<file path="src/rtl/cu_pkg.sv">
// Shared definitions for the Mini SRC hardwired control unit: states, opcodes,
// bus/enable index map and ALU operation codes.
package cu_pkg;

  typedef enum logic [3:0] {
    ST_RST  = 4'd0,
    ST_T0   = 4'd1,
    ST_T1   = 4'd2,
    ST_T2   = 4'd3,
    ST_T3   = 4'd4,
    ST_T4   = 4'd5,
    ST_T5   = 4'd6,
    ST_T6   = 4'd7,
    ST_T7   = 4'd8,
    ST_HALT = 4'd9
  } state_t;

  localparam logic [4:0] OP_LD   = 5'b00000;
  localparam logic [4:0] OP_LDI  = 5'b00001;
  localparam logic [4:0] OP_ST   = 5'b00010;
  localparam logic [4:0] OP_ADD  = 5'b00011;
  localparam logic [4:0] OP_SUB  = 5'b00100;
  localparam logic [4:0] OP_AND  = 5'b01001;
  localparam logic [4:0] OP_OR   = 5'b01010;
  localparam logic [4:0] OP_ADDI = 5'b01011;
  localparam logic [4:0] OP_BR   = 5'b10010;
  localparam logic [4:0] OP_JR   = 5'b10011;
  localparam logic [4:0] OP_NOP  = 5'b11010;
  localparam logic [4:0] OP_HALT = 5'b11011;

  localparam int unsigned ZLO_IDX = 19;
  localparam int unsigned PC_IDX  = 20;
  localparam int unsigned IR_IDX  = 21;
  localparam int unsigned MDR_IDX = 22;
  localparam int unsigned MAR_IDX = 23;
  localparam int unsigned Y_IDX   = 24;
  localparam int unsigned C_IDX   = 25;

  localparam int unsigned ALU_ADD = 0;
  localparam int unsigned ALU_SUB = 1;
  localparam int unsigned ALU_AND = 2;
  localparam int unsigned ALU_OR  = 3;

  function automatic logic op_known(input logic [4:0] op);
    case (op)
      OP_LD, OP_LDI, OP_ST, OP_ADD, OP_SUB, OP_AND, OP_OR, OP_ADDI,
      OP_BR, OP_JR, OP_NOP, OP_HALT: op_known = 1'b1;
      default:                       op_known = 1'b0;
    endcase
  endfunction

  function automatic int unsigned alu_code(input logic [4:0] op);
    case (op)
      OP_SUB:  alu_code = ALU_SUB;
      OP_AND:  alu_code = ALU_AND;
      OP_OR:   alu_code = ALU_OR;
      default: alu_code = ALU_ADD;
    endcase
  endfunction

endpackage

</file>
<file path="src/rtl/cu_decode.sv">
// Combinational control-word decode for one control step.
// Unknown opcodes end after T2 unless CU_ILLEGAL_TRAP_EN is defined.
module cu_decode
  import cu_pkg::*;
#(
  parameter int unsigned ENC_W = 32,
  parameter int unsigned ALU_W = 6
) (
  input  state_t             state,
  input  logic [4:0]         opcode,
  input  logic               con_ff,
  output logic [ENC_W-1:0]   enc_out,
  output logic [ENC_W-1:0]   reg_en,
  output logic [ALU_W-1:0]   alu_sel,
  output logic               read,
  output logic               write,
  output logic               inc_pc,
  output logic               gra,
  output logic               grb,
  output logic               grc,
  output logic               rin,
  output logic               rout,
  output logic               ba_out,
  output logic               con_in,
  output logic               last_step
);

  logic is_alu_rr;
  logic is_mem;

  assign is_alu_rr = (opcode == OP_ADD) || (opcode == OP_SUB) ||
                     (opcode == OP_AND) || (opcode == OP_OR);
  assign is_mem    = (opcode == OP_LD) || (opcode == OP_LDI) || (opcode == OP_ST);

  always_comb begin
    enc_out   = '0;
    reg_en    = '0;
    alu_sel   = '0;
    read      = 1'b0;
    write     = 1'b0;
    inc_pc    = 1'b0;
    gra       = 1'b0;
    grb       = 1'b0;
    grc       = 1'b0;
    rin       = 1'b0;
    rout      = 1'b0;
    ba_out    = 1'b0;
    con_in    = 1'b0;
    last_step = 1'b0;

    case (state)
      ST_T0: begin
        enc_out[PC_IDX]  = 1'b1;
        reg_en[MAR_IDX]  = 1'b1;
        reg_en[ZLO_IDX]  = 1'b1;
        inc_pc           = 1'b1;
      end
      ST_T1: begin
        enc_out[ZLO_IDX] = 1'b1;
        reg_en[PC_IDX]   = 1'b1;
        reg_en[MDR_IDX]  = 1'b1;
        read             = 1'b1;
      end
      ST_T2: begin
        enc_out[MDR_IDX] = 1'b1;
        reg_en[IR_IDX]   = 1'b1;
`ifdef CU_ILLEGAL_TRAP_EN
        last_step        = (opcode == OP_NOP);
`else
        last_step        = (opcode == OP_NOP) || !op_known(opcode);
`endif
      end
      ST_T3: begin
        if (is_mem) begin
          grb            = 1'b1;
          ba_out         = 1'b1;
          reg_en[Y_IDX]  = 1'b1;
        end else if (is_alu_rr || opcode == OP_ADDI) begin
          grb            = 1'b1;
          rout           = 1'b1;
          reg_en[Y_IDX]  = 1'b1;
        end else if (opcode == OP_BR) begin
          gra            = 1'b1;
          rout           = 1'b1;
          con_in         = 1'b1;
        end else if (opcode == OP_JR) begin
          gra            = 1'b1;
          rout           = 1'b1;
          reg_en[PC_IDX] = 1'b1;
          last_step      = 1'b1;
        end
      end
      ST_T4: begin
        if (is_mem || opcode == OP_ADDI) begin
          enc_out[C_IDX]  = 1'b1;
          alu_sel         = ALU_W'(ALU_ADD);
          reg_en[ZLO_IDX] = 1'b1;
        end else if (is_alu_rr) begin
          grc             = 1'b1;
          rout            = 1'b1;
          alu_sel         = ALU_W'(alu_code(opcode));
          reg_en[ZLO_IDX] = 1'b1;
        end else if (opcode == OP_BR) begin
          enc_out[PC_IDX] = 1'b1;
          reg_en[Y_IDX]   = 1'b1;
        end
      end
      ST_T5: begin
        if (opcode == OP_LD || opcode == OP_ST) begin
          enc_out[ZLO_IDX] = 1'b1;
          reg_en[MAR_IDX]  = 1'b1;
        end else if (opcode == OP_LDI || is_alu_rr || opcode == OP_ADDI) begin
          enc_out[ZLO_IDX] = 1'b1;
          gra              = 1'b1;
          rin              = 1'b1;
          last_step        = 1'b1;
        end else if (opcode == OP_BR) begin
          enc_out[C_IDX]   = 1'b1;
          alu_sel          = ALU_W'(ALU_ADD);
          reg_en[ZLO_IDX]  = 1'b1;
        end
      end
      ST_T6: begin
        if (opcode == OP_LD) begin
          read             = 1'b1;
          reg_en[MDR_IDX]  = 1'b1;
        end else if (opcode == OP_ST) begin
          gra              = 1'b1;
          rout             = 1'b1;
          reg_en[MDR_IDX]  = 1'b1;
        end else if (opcode == OP_BR) begin
          enc_out[ZLO_IDX] = con_ff;
          reg_en[PC_IDX]   = con_ff;
          last_step        = 1'b1;
        end
      end
      ST_T7: begin
        if (opcode == OP_LD) begin
          enc_out[MDR_IDX] = 1'b1;
          gra              = 1'b1;
          rin              = 1'b1;
          last_step        = 1'b1;
        end else if (opcode == OP_ST) begin
          write            = 1'b1;
          last_step        = 1'b1;
        end
      end
      default: ;
    endcase
  end

endmodule

</file>
<file path="src/rtl/control_unit.sv">
// Hardwired Mini SRC control sequencer: state register, opcode latch, next state.
// Optional illegal-opcode trap enabled by defining CU_ILLEGAL_TRAP_EN.
module control_unit
  import cu_pkg::*;
#(
  parameter int unsigned ENC_W = 32,
  parameter int unsigned ALU_W = 6
) (
  input  logic             clock,
  input  logic             clr_n,
  input  logic [31:0]      ir,
  input  logic             con_ff,
  input  logic             stop,
  output logic [ENC_W-1:0] enc_out,
  output logic [ENC_W-1:0] reg_en,
  output logic [ALU_W-1:0] ALU_Sel,
  output logic             read,
  output logic             write,
  output logic             incPC,
  output logic             Gra,
  output logic             Grb,
  output logic             Grc,
  output logic             Rin,
  output logic             Rout,
  output logic             BAout,
  output logic             conIn,
  output logic             run,
  output logic             illegal_op
);

  state_t     state_q, state_d;
  logic [4:0] op_q;
  logic [4:0] op_eff;
  logic       last_step;
  logic       trap_hit;
  logic       unused_ir_bits;

  assign unused_ir_bits = ^ir[26:0];

  // T2 decides nop/unknown termination before the latch has captured the new opcode
  assign op_eff = (state_q == ST_T2) ? ir[31:27] : op_q;

`ifdef CU_ILLEGAL_TRAP_EN
  assign trap_hit = (state_q == ST_T3) && !op_known(op_q);
`else
  assign trap_hit = 1'b0;
`endif

  always_ff @(posedge clock or negedge clr_n) begin
    if (!clr_n) begin
      state_q <= ST_RST;
      op_q    <= '0;
    end else begin
      state_q <= state_d;
      if (state_q == ST_T2)
        op_q <= ir[31:27];
    end
  end

  always_comb begin
    state_d = state_q;
    case (state_q)
      ST_RST:  state_d = ST_T0;
      ST_HALT: state_d = ST_HALT;
      default: begin
        if (last_step)
          state_d = stop ? ST_HALT : ST_T0;
        else if ((state_q == ST_T3 && op_q == OP_HALT) || trap_hit)
          state_d = ST_HALT;
        else
          state_d = state_t'(state_q + 4'd1);
      end
    endcase
  end

`ifdef CU_ILLEGAL_TRAP_EN
  logic illegal_q;

  always_ff @(posedge clock or negedge clr_n) begin
    if (!clr_n)
      illegal_q <= 1'b0;
    else if (trap_hit)
      illegal_q <= 1'b1;
  end

  assign illegal_op = illegal_q && (state_q == ST_HALT);
`else
  assign illegal_op = 1'b0;
`endif

  assign run = (state_q != ST_RST) && (state_q != ST_HALT);

  cu_decode #(
    .ENC_W(ENC_W),
    .ALU_W(ALU_W)
  ) u_decode (
    .state     (state_q),
    .opcode    (op_eff),
    .con_ff    (con_ff),
    .enc_out   (enc_out),
    .reg_en    (reg_en),
    .alu_sel   (ALU_Sel),
    .read      (read),
    .write     (write),
    .inc_pc    (incPC),
    .gra       (Gra),
    .grb       (Grb),
    .grc       (Grc),
    .rin       (Rin),
    .rout      (Rout),
    .ba_out    (BAout),
    .con_in    (conIn),
    .last_step (last_step)
  );

endmodule

</file>
<file path="config.mk">
export PLATFORM = sky130hd
export DESIGN_NAME = control_unit
export DESIGN_NICKNAME = d
export VERILOG_FILES = /design/src/rtl/cu_pkg.sv /design/src/rtl/cu_decode.sv /design/src/rtl/control_unit.sv
export SDC_FILE = /design/constraint.sdc
export NUM_CORES = 1
export LEC_CHECK = 0
export CAP_MARGIN = 25
export CELL_PAD_IN_SITES_DETAIL_PLACEMENT = 0
export CELL_PAD_IN_SITES_GLOBAL_PLACEMENT = 2
export CORE_MARGIN = 2
export CORE_UTILIZATION = 19
export CTS_CLUSTER_SIZE = 25
export DETAILED_ROUTE_END_ITERATION = 8
export PLACE_DENSITY_LB_ADDON = 0.1
export RECOVER_POWER = 50
export SYNTH_ARGS = -nofsm -noshare
export SYNTH_HDL_FRONTEND = slang
export SYNTH_SLANG_ARGS = --single-unit
</file>
<file path="constraint.sdc">
create_clock -name clock -period 8 [get_ports clock]
set_input_delay 2.4 -clock clock [delete_from_list [all_inputs] [get_ports clock]]
set_output_delay 2.4 -clock clock [all_outputs]
set_load 0.01 [all_outputs]
</file>
Word-level counts from Yosys, hierarchy flattened
Memories as Yosys holds them, arrays and structs flattened. Index checks and enable logic that the tools add are counted.

Register bits: 9. Memory bits (read-only): 32. Input port bits: 36. Word-level logic and storage cells: 109. Memories kept: 1.

Memories: (name not given) (depth 32, width 1, read ports 1, clocked after memory_dff 0, wr ports 0, line cu_pkg.sv:45) `case (op)`.

Add/sub/neg operators: 1. Eq/ne operators: 21. Mux-type cells: 67. Reductions and logical operators: 17.

Operators with widths (number): 1-bit 2-to-1 mux (44); 5-bit == test, second input constant (4); 6-bit 2-to-1 mux (3); 4-bit by 3-bit == test with 1-bit output, second input constant (4); 1-bit case mux with 2 select lines (8); 5-bit by 4-bit == test with 1-bit output, second input constant (3); 4-bit 2-to-1 mux (3); 1-bit case mux with 3 select lines (4); 1-bit logical OR (11); 5-bit by 2-bit == test with 1-bit output, second input constant (2); 4-bit by 2-bit == test with 1-bit output, second input constant (2); 4-bit == test, second input constant (2); 4-bit case mux with 2 select lines (1); 2-bit case mux with 3 select lines (1); 5-bit by 1-bit == test with 1-bit output, second input constant (1); 5-bit by 3-bit == test with 1-bit output, second input constant (1); 5-bit logical NOT (1); 5-bit 2-to-1 mux (1); 1-bit case mux with 5 select lines (1); 4-bit by 1-bit adder with 4-bit output, second input constant (1); 4-bit by 1-bit == test with 1-bit output, second input constant (1); 4-bit logical NOT (1); 4-bit != test, second input constant (1); 1-bit case mux with 4 select lines (1); 3 further kinds (4).

Depth between registers and ports, before layout
Depth after elaboration: 13. Gate-level depth with buffers: 9.

Cells and area by module
A second synthesis with hierarchy kept.

Cells, all modules: 181. Area, all modules: 1426.4 sq um.

By module, submodules not included: cu_decode (instances 1, cells an instance 142, area an instance 935.9 sq um, seq. area each 0.0 sq um); control_unit (instances 1, cells an instance 39, area an instance 490.5 sq um, seq. area each 225.2 sq um).

Worst setup path before layout
No wires, ideal clock.

Path type: in2out. Start point: in ir[30]. End point: out Rout. Data arrival time: 3.754 ns. Required time: 5.600 ns. Path slack: 1.846 ns. Stages: 6. Buffers on the path: 1. Path through: clkbuf_1 nand2b_1 o21ai_0 o2111a_1 o21bai_4 or3b_1.

Cells in the longest elaborated chain, start to end: 9. Elaborated cells on any way between the ends: 27. Classes of those cells: eq/ne: 9; mux: 10; reduce/logical: 8.

Ends and longest elaborated chain: start: declaration (line control_unit.sv:11) `input logic [31:0] ir,`; 5-bit 2-to-1 mux (*); 5-bit by 2-bit == test with 1-bit output or 5-bit by 3-bit == test with 1-bit output (tied branches) (line cu_decode.sv:31) `assign is_alu_rr = (opcode == OP_ADD) || (opcode == OP_SUB) ||`; 1-bit logical OR (2 in a row) (line cu_decode.sv:31); 1-bit logical OR (line cu_decode.sv:32) `(opcode == OP_AND) || (opcode == OP_OR);`; 1-bit logical OR (line cu_decode.sv:78) `end else if (is_alu_rr || opcode == OP_ADDI) begin`; 1-bit 2-to-1 mux (line cu_decode.sv:78); 1-bit 2-to-1 mux (line cu_decode.sv:74) `if (is_mem) begin`; 1-bit case mux with 3 select lines (*) (line cu_decode.sv:51) `case (state)`; end: declaration (line control_unit.sv:24) `output logic Rout,`.

Every way passes the cells marked *; elsewhere a longest branch is shown, timed or not.

Final worst setup path
Start point: in ir[28]. End point: out reg_en[19].

Cells in the longest elaborated chain, start to end: 10. Elaborated cells on any way between the ends: 25. Classes of those cells: eq/ne: 8; mux: 7; reduce/logical: 10.

Ends and longest elaborated chain: 5-bit 2-to-1 mux (*); 5-bit by 2-bit == test with 1-bit output or 5-bit by 3-bit == test with 1-bit output (tied branches) (line cu_decode.sv:31); 1-bit logical OR (2 in a row) (line cu_decode.sv:31); 1-bit logical OR (line cu_decode.sv:32); 1-bit logical OR (2 in a row) (line cu_decode.sv:112) `end else if (opcode == OP_LDI || is_alu_rr || opcode == OP_ADDI) begin`; 1-bit 2-to-1 mux (line cu_decode.sv:112); 1-bit 2-to-1 mux (line cu_decode.sv:109) `if (opcode == OP_LD || opcode == OP_ST) begin`; 1-bit case mux with 3 select lines (*) (line cu_decode.sv:51); end: declaration (line control_unit.sv:15) `output logic [ENC_W-1:0] reg_en,`.

Marks and branches as above.

==> key figures <==
Finish
  – Share of layout cells above drive strength 1: 3.814%
  – Post-Route Utilization: 21.92%
  – Final nets: approximately 280
  – Non-filler cells, final: roughly 340
  – Multi-input logic area: 0.001074 mm²
  – N_diodes: 0
  – Flip-flop and latch area: 225.2 µm²
  – Area growth syn-to-layout: 10.32%
  – Fill cell count: 956

Floorplan
  – DIE WIDTH: 97.17 µm
  – # rows: 33
  – Core Area: 0.008299 mm²
  – Die height: about 97 µm
  – Initial Utilization: 19.87%
  – Num ports: 118
  – Die Footprint: roughly 0.0094 mm²

Yosys
  – Synthesized flop and latch total: 9
  – Syn Std Cell Area: 0.001649 mm²
  – Area contributors post-synth: buf_4 27%, dfrtp_1 14%, o21ai_0 3.6%
  – Async set or reset register ratio after synthesis: 100.0%
  – Sequential area share after synthesis: 13.66%
  – Post-synth cell types: 53
  – Area leader, netlist: buf_4
  – Post-synth top area share: 27.31%
  – Post-Syn Instances: approximately 220
  – Commonest cells in the synthesized netlist: 60 x buf_4, 13 x nor2_1, 12 x o21ai_0, 11 x nand2_1
  – Top-count cell post-synth: buf_4
  – Post-synth EDFFs: 0
  – Main synth FF type: dfrtp_1
  – Synth warn: 0
  – Synthesized area per cell: 7.670 µm²

STA
  – Final WS setup: between 0.7 and 0.8 ns
  – Fin crit period: ~7.2 ns
  – Final Hold Viols: 0
  – Fmax: 0.1389 GHz
  – Slew @ Worst Pin: 0.6644 ns
  – Total negative slack: 0 ns
  – RSZ-0062 raised after global routing: no
  – Slew HR: 54.44%
  – Final setup vio count: 0
  – Final period utilization: 90.02%
  – Final Skew: 0.01105 ns
  – Max-slew violation count: 0
  – Hold slack: 0.6673 ns

Critical path
  – Kind of critical path: in2out
  – Crit path cell chain: dlygate4sd3_1, nor4bb_1, mux2i_1, nand2b_1, a2bb2oi_1, nor2_1, clkdlybuf4s50_1
  – Critical Path Sink Type: primary output
  – CP max FO: 12
  – Crit path DAT: 4.80 ns
  – Crit-path max cell delay: 0.80 ns
  – Startpoint Class: primary input
  – CP max stage cell: dlygate4sd3_1
  – Req. time, crit path: 5.60 ns

Global route
  – Largest net degree at the start of global routing: 19
  – Initial antenna violation count: 0
  – Vias in the first global route: 1250
  – Grt total ovfl: 0
  – GRT Util Overall: roughly a tenth
  – First-pass GRT wire length: 7176 µm

Clocking
  – Post-CTS setup buffers: 0
  – CTS H-tree depth: 1
  – # hold bufs at CTS: 0
  – CTS resizes: 0
  – Clk buf depth: 2
  – # clock sinks: 9
  – CTS tree: built
  – Clk root buf: clkbuf_8
  – Clock Pin Slew Worst Setup and Hold Paths: 0.05 ns
  – Total CTS buffers: 3
  – Clk_lat worst skew: 0.23 ns

Routing
  – Routed vias/inst: 3.988
  – ANT nets after route: 0
  – Wirelength per Cell: 13.88 µm
  – First drt pass iteration count: 4
  – Drt drc: 0
  – Vias after detailed routing: approximately 1400
  – DR iter-0 viols: 39
  – Detailed Route WL: 4734 µm

Power
  – P_sw: 283.9 µW
  – Peak supply drop: 0.1027 mV
  – Design internal power: 267.0 µW
  – Leakage: 0.7792 nW
  – Clk pwr share: 9.5%
  – Comb pwr share: 64.3%
  – Fraction of power spent switching nets: 51.53%
  – Power per cell area: 302.8 mW/mm²
  – Reg power frac: 26.2%

Place
  – Pre-CTS WS: a little under 0.9 ns
  – Final HPWL DP: 3725 µm
  – Gpl congestion: between 0.6 and 0.7
  – Post-Place Cells: 337
  – # port buffers: 31

Status
  – Outcome: complete, no violations

Run
  – Max-cap viol count: 0

Min path
  – HP Class: reg2reg
## logic make-up after synthesis
kind of cell	Yosys count	share of synthesized area [%]
buffers and inverters	81	33.69
and+or+nand+nor	66	23.14
AOI/OAI and AO/OA	43	18.97
DFF	9	13.66
muxes	6	4.628
xor gates and xnor gates	5	2.656
adders and majority gates	4	3.035
other	1	0.2274
## cells in the final DEF (no fill, tap or decap), types with 4 or more instances in the layout
cell and instances:
nor4_1 4, dlygate4sd3_1 7, inv_1 9, nand3b_1 4, nand2_1 11, o21ai_0 12
nand3_1 4, a21oi_1 5, ha_1 4, conb_1 59, clkdlybuf4s50_1 24, dfrtp_1 9
nand2b_1 5, nand4_1 4, nor2b_1 4, nor2_1 13
## stage by stage
step	instance area (µm²)	power, mW
after floorplan	1867	0.4074
after global placement	1787	0.5197
after detailed placement	1787	0.5112
after CTS	1832	0.5676
after global routing	1819	0.6011
final	1819	0.5509
## worst max-delay path: cells and delay by family
kind	cells	cell delay, ns
buffers and inverters	2	1.35
AND/OR/NAND/NOR	3	0.65
multiplexers	1	0.20
AO/OA/AOI/OAI	1	0.20
## layer usage
| layer | vias to the layer above | part of all wire [%] | GRT usage (%) |
|---|---|---|---|
| met4 | 0 | 0.46 | 1.300 |
| met2 | 45 | 46 | 14.42 |
| met3 | 2 | 5.0 | 2.446 |
| met5 | - | 0 | 0 |
| met1 | 641 | 49 | 13.65 |
| li1 | 672 | - | - |
## worst paths after layout
kind / from / to / slack [ns] / cells past startpoint
max: ir[28] / reg_en[19] / 0.80 / 7
min reg2reg: state_q[0] / state_q[0] / 0.67 / 2
max reg2reg: state_q[2] / state_q[3] / 5.52 / 5
max in group asynchronous: clr_n / op_q[1] / 5.15 / 1
min: state_q[0] / state_q[0] / 0.67 / 2
min in group asynchronous: clr_n / state_q[2] / 2.54 / 1
## layout make-up
cell class | instances | area share (%)
clock buffer | 4 | 2.476
inverter | 9 | 1.857
sequential | 9 | 12.38
timing repair buffer | 31 | 17.06
multi-input combinational | 183 | 59.01
tap | 105 | 7.221
## flip-flops by register name (all words and copies together) (netlist names)
register and cells:
op_q 5, state_q 4
## power by group through the flow
stage               Clock (mW)  Sequential, mW  Combinational (mW)
floorplan                    0          0.0851               0.322
global placement             0           0.149               0.371
detailed placement           0           0.147               0.364
CTS                     0.0541           0.146               0.367
global route            0.0562           0.152               0.393
finish                  0.0525           0.144               0.354
No activity file was read; power rests on OpenSTA's default activity.
